[src/rtl/icache_refill_engine.sv]
// Instruction-cache refill engine: issues one L2 request per miss, gathers
// sequence-tagged beats into a block and emits a one-cycle fill pulse.
module icache_refill_engine #(
    parameter int unsigned LINE_SIZE = 128,
    parameter int unsigned BEATS     = 4,
    parameter int unsigned ADDR_W    = 26,
    parameter int unsigned TIMEOUT   = 64
) (
    input  logic                         clk_i,
    input  logic                         rst_i,
    input  logic                         miss_valid_i,
    input  logic [ADDR_W-1:0]            miss_addr_i,
    output logic                         miss_ready_o,
    input  logic                         kill_i,
    output logic [ADDR_W-1:0]            l2_addr_o,
    output logic                         l2_valid_o,
    input  logic                         l2_ready_i,
    input  logic [LINE_SIZE-1:0]         l2_line_i,
    input  logic                         l2_valid_i,
    input  logic [$clog2(BEATS)-1:0]     l2_seq_num_i,
    output logic                         fill_valid_o,
    output logic [ADDR_W-1:0]            fill_addr_o,
    output logic [BEATS*LINE_SIZE-1:0]   fill_data_o,
    output logic                         busy_o,
    output logic                         timeout_o
);

    localparam int unsigned BLK_W   = BEATS * LINE_SIZE;
    localparam int unsigned TIMER_W = $clog2(TIMEOUT) + 1;

    typedef enum logic [2:0] {
        IDLE,
        REQ,
        WAIT,
        DRAIN,
        DONE
    } state_e;

    state_e               state_q;
    logic [ADDR_W-1:0]    addr_q;
    logic [BEATS-1:0]     mask_q;
    logic [BEATS-1:0]     mask_d;
    logic [BLK_W-1:0]     buf_q;
    logic [BLK_W-1:0]     buf_d;
    logic [TIMER_W-1:0]   timer_q;
    logic [TIMER_W-1:0]   timer_d;
    logic [ADDR_W-1:0]    fill_addr_q;
    logic [BLK_W-1:0]     fill_data_q;
    logic                 timeout_q;
    logic                 beat_c;
    logic                 full_c;
    logic                 expire_c;

    assign miss_ready_o = (state_q == IDLE);
    assign busy_o       = (state_q != IDLE);
    assign l2_valid_o   = (state_q == REQ) && l2_ready_i && !kill_i;
    assign l2_addr_o    = (state_q != IDLE) ? addr_q : '0;
    assign fill_valid_o = (state_q == DONE);
    assign fill_addr_o  = fill_addr_q;
    assign fill_data_o  = fill_data_q;
    assign timeout_o    = timeout_q;

    // Beat bookkeeping; completion and expiry include the beat of this cycle.
    always_comb begin
        beat_c   = l2_valid_i && ((state_q == WAIT) || (state_q == DRAIN));
        mask_d   = mask_q;
        buf_d    = buf_q;
        timer_d  = (timer_q == {TIMER_W{1'b1}}) ? timer_q : timer_q + 1'b1;
        if (beat_c) begin
            mask_d[l2_seq_num_i] = 1'b1;
            timer_d              = '0;
            if (state_q == WAIT) begin
                buf_d[int'(l2_seq_num_i) * LINE_SIZE +: LINE_SIZE] = l2_line_i;
            end
        end
        full_c   = &mask_d;
        expire_c = !l2_valid_i && (timer_q == TIMER_W'(TIMEOUT - 1));
    end

    always_ff @(posedge clk_i) begin
        if (rst_i) begin
            state_q     <= IDLE;
            addr_q      <= '0;
            mask_q      <= '0;
            buf_q       <= '0;
            timer_q     <= '0;
            fill_addr_q <= '0;
            fill_data_q <= '0;
            timeout_q   <= 1'b0;
        end else begin
            timeout_q <= 1'b0;
            case (state_q)
                IDLE: begin
                    if (miss_valid_i) begin
                        addr_q  <= miss_addr_i;
                        mask_q  <= '0;
                        state_q <= REQ;
                    end
                end
                REQ: begin
                    if (kill_i) begin
                        state_q <= IDLE;
                    end else if (l2_valid_o) begin
                        timer_q <= '0;
                        state_q <= WAIT;
                    end
                end
                WAIT: begin
                    mask_q  <= mask_d;
                    buf_q   <= buf_d;
                    timer_q <= timer_d;
                    // A kill wins over a completing beat; drain only if beats remain.
                    if (kill_i) begin
                        state_q <= full_c ? IDLE : DRAIN;
                    end else if (full_c) begin
                        fill_addr_q <= addr_q;
                        fill_data_q <= buf_d;
                        state_q     <= DONE;
                    end else if (expire_c) begin
                        timeout_q <= 1'b1;
                        state_q   <= IDLE;
                    end
                end
                DRAIN: begin
                    mask_q  <= mask_d;
                    timer_q <= timer_d;
                    if (full_c) begin
                        state_q <= IDLE;
                    end else if (expire_c) begin
                        timeout_q <= 1'b1;
                        state_q   <= IDLE;
                    end
                end
                DONE: begin
                    state_q <= IDLE;
                end
                default: begin
                    state_q <= IDLE;
                end
            endcase
        end
    end

endmodule

[config.mk]
export PLATFORM = sky130hd
export DESIGN_NAME = icache_refill_engine
export DESIGN_NICKNAME = d
export VERILOG_FILES = /design/src/rtl/icache_refill_engine.sv
export SDC_FILE = /design/constraint.sdc
export NUM_CORES = 2
export LEC_CHECK = 0
export BUFFER_PORTS_ARGS = -buffer_cell sky130_fd_sc_hd__buf_2
export CAP_MARGIN = 20
export CORE_MARGIN = 1.5
export CORE_UTILIZATION = 50
export DETAILED_ROUTE_END_ITERATION = 7
export PLACE_DENSITY_LB_ADDON = 0.15
export SLEW_MARGIN = 0
export SYNTH_ARGS = -nofsm -noshare
export SYNTH_HDL_FRONTEND = slang
export SYNTH_SLANG_ARGS = --single-unit
[constraint.sdc]
create_clock -name clk_i -period 4.45 [get_ports clk_i]
set_input_delay 0.89 -clock clk_i [delete_from_list [all_inputs] [get_ports clk_i]]
set_output_delay 0.89 -clock clk_i [all_outputs]
set_load 0.02 [all_outputs]
==> metrics <==
fin cells=7413; ranking of synthesized cells by instance count=dfxtp_1 (1091), nor2_1 (1032), mux2i_1 (538); Least-Margin Pin Slew=between 1 and 1.5 ns; via count of the first global-routing pass=slightly below 40000; layout net count=slightly above 6000; area fraction in compound gates after synthesis=just under 8%; Port Buf Inserts=730; depth of the worst hold-timing path=3; layout overhead on the synthesized area=16.1%; CTS tree=yes; HPWL after detailed placement=between 90 and 100 mm; routing usage on met3=approximately 6.2%; Core Rows=approximately 120; share of the synthesized area in the top cell type=a little over 40%; Pre-antenna DRT Iters=5; post-synthesis simple-gate area fraction=between 20% and 30%; max-cap check violation count=0; Die Height=between 300 and 400 um; worst r2r src=state_q[1]$_SDFFE_PP0P_; post-synthesis net count=between 5000 and 6000; slack of the worst reg-to-reg path=approximately 1.6 ns; Synth warnings=0; mux share of post-synthesis cell area=around a fifth; per-cell routed wire length=20.3 um; Post-Route WL=~150 mm; static leakage=24.0 nW; number of DRC violations after detailed routing=0; synthesized-area fraction occupied by adder cells=0.213%; post-synthesis instance area=approximately 53000 um2; instance count of the mapped netlist=roughly 5600; via count=41490; count of buffer and inverter cells on the critical path=2; cell area power density=355 nW/um2; number of buffers inserted during clock tree synthesis=~120; sequential fraction of the synthesis area=between 40% and 50%; crit-path max cell delay=between 0.6 and 0.7 ns; area of the core region=105000 um2; final sum of negative setup slack=0 ns; detail-routed via count per cell=between 5 and 6; number of buffers inserted by post-CTS setup repair=0; GRT overflow=0; CTS resizes=0; placer congestion estimate=0.813; starting utilization of the core area=50.4%; Most Used Layer, Global Route=met2; Total GRT Usage=a little over a quarter; final critical delay including setup and external delays=3.39 ns; number of synthesized register bits=about 1100; async set-or-reset flop fraction in the synthesized netlist=0%; data required time of the worst path=3.56 ns; Ports=731; largest area contributor in the netlist=dfxtp_1; final setup vio count=0; violation count after the first detailed-routing iteration=~2800; source-to-sink clock delay at the later pin of the worst-skew pair=0.72 ns; Die Area=108000 um2; proportion of layout cells with a drive suffix above 1=~24%; Slowest cell on crit path=dfxtp_1; headroom to the max-slew limit=16.6%; Setup CP Type=register to output pin; highest attainable clock frequency=295 MHz; DRT antenna net count=0; root buffer cell=clkbuf_16; CP max FO=15; number of pins with negative max-slew slack in the final report=0; CTS hold repair buffers=0; peak ir drop on the vdd network=between 0.0003 and 0.0004 V; count of endpoints failing hold in the final timing report=0; Worst Setup Slack post-DPL=roughly 0.85 ns; final clock skew=between 0.02 and 0.03 ns; Top FF cell, synth=dfxtp_1; number of flops mapped to enable cells by yosys=0; count of filler cells inserted in the layout=9139; Hold Crit Endpoint=addr_q[1]$_SDFFE_PP0P_; worst flop-to-flop path endpoint=fill_data_o[256]$_SDFFE_PP0P_; startpoint of the lowest-slack hold path=miss_addr_i[1]; global-route wire length before repair=230 mm; Layout Utilization=about three fifths; cell-by-cell listing of the critical path=or3_1, buf_4, and2_1, buf_2; Clk pin slew, worst setup/hold paths=roughly 0.06 ns; CP arrival=between 2 and 3 ns; worst r2r path cells=6; maximum clock path buffer count=3; met2 Usage GRT=roughly 41%; number of distinct library cells after synthesis=43; kind of path behind the tightest hold check=input port to register; largest family of logic cells by synthesized area=simple AND/OR/NAND/NOR gates; met1 routing resource usage after global routing=a little over a third; setup slack of the critical path after layout=1.06 ns; Worst Setup End Kind=output pin; result of the run=completed; leading cell types by total area after synthesis=dfxtp_1 (41%), mux2i_1 (10%), mux2_2 (8.4%); Cell Count Post-Placement=between 7000 and 8000; antenna violations before repair=17; # clock sinks=~1100; Clock H-tree levels=3; pin count of the biggest net entering global routing=between 200 and 250; die outline width=around 330 um; most repeated cell in the gate-level netlist after synthesis=dfxtp_1; setup repair after global routing missed its margin=false; XOR/XNOR share of the synthesized area=0%; ratio of final minimum period to clock period=76.1%; type of origin of the critical path=register; dominant delay contributor by cell family on the critical path=simple AND/OR/NAND/NOR gates; Syn Area/Cell=around 9.5 um2
-- cells in the final DEF (no fill, tap or decap), drive strengths merged, types with 2 or more instances in the layout --
cell / count
ha: 9
o31ai: 5
and4b: 134
o22ai: 2
nor4: 2
buf: 843
nor3: 6
or4: 4
a31oi: 2
or3: 4
nor2b: 512
dfxtp: 1091
bufinv: 7
nand3: 2
or4b: 2
clkinv: 16
nor4bb: 384
clkinvlp: 2
mux2i: 538
nand2: 56
clkbuf: 191
mux2: 512
a211oi: 512
a21oi: 37
o21ai: 4
and2: 28
diode: 9
nand2b: 54
nor2: 1032
inv: 11
-- flip-flops by register name, summed over array words and instances (netlist names) --
register and cells:
timeout_o 1, state_q 3, buf_q 512, fill_addr_o 26
mask_q 4, addr_q 26, timer_q 7, fill_data_o 512
-- cell families after synthesis --
| kind of cell | Yosys count |
|---|---|
| mux | 1050 |
| flops | 1091 |
| compound gates | 566 |
| buf+inv | 607 |
| fa+ha+maj | 9 |
| simple gates | 2227 |
-- layout make-up --
type                       instances  area (um2)  area share [%]
clock inverter                    28         343           0.558
clock buffer                     190        3630            5.90
timing repair buffer             844        5150            8.38
multi-input combinational       3852       28700            46.7
inverter                           8        30.0          0.0488
sequential                      1091       21800            35.5
tap                             1391        1740            2.83
antenna                            9        22.5          0.0366
-- how the worst max path moves through the flow --
stage,cells past startpoint,startpoint,to,slack [ns]
2_1_floorplan,13,l2_seq_num_i[0],fill_data_o[492]$_SDFFE_PP0P_,0.94
3_3_place_gp,9,l2_seq_num_i[0],fill_data_o[137]$_SDFFE_PP0P_,0.92
3_5_place_dp,9,l2_seq_num_i[0],fill_data_o[153]$_SDFFE_PP0P_,0.85
4_1_cts,4,state_q[2]$_SDFFE_PP0P_,l2_addr_o[9],0.99
5_1_grt,4,state_q[1]$_SDFFE_PP0P_,l2_addr_o[9],0.93
6_report,4,state_q[2]$_SDFFE_PP0P_,l2_addr_o[9],1.06
-- worst register-to-register path: stages, from the launching register on --
cell     delay (ns)
dfxtp_1        0.61
and2b_2        0.30
a31oi_1        0.22
nor4_4         0.48
buf_12         0.24
buf_12         0.46
mux2_2         0.47
-- where the power goes --
group / internal (mW) / switching (mW)
registers: 9.97 / 0.0996
logic: 0.629 / 1.11
clock network: 5.94 / 4.10
total: 16.5 / 5.30
-- through the flow --
step | hold WS [ns] | cell area, um2 | total power, mW
finish | 0.424 | 61500 | 21.8
global route | 0.397 | 61500 | 22.6
CTS | 0.361 | 61400 | 22.0
detailed placement | 0.459 | 57500 | 12.0
global placement | 0.454 | 57500 | 12.0
floorplan | 0.445 | 53000 | 11.5
-- metal layers --
layer  routed length [um]  share of wire (%)
met3                10100                6.8
met2                68000                 45
met4                 3980                2.6
met1                68000                 45
met5                   69              0.046
Note: power is estimated with default switching activity, not from simulation.
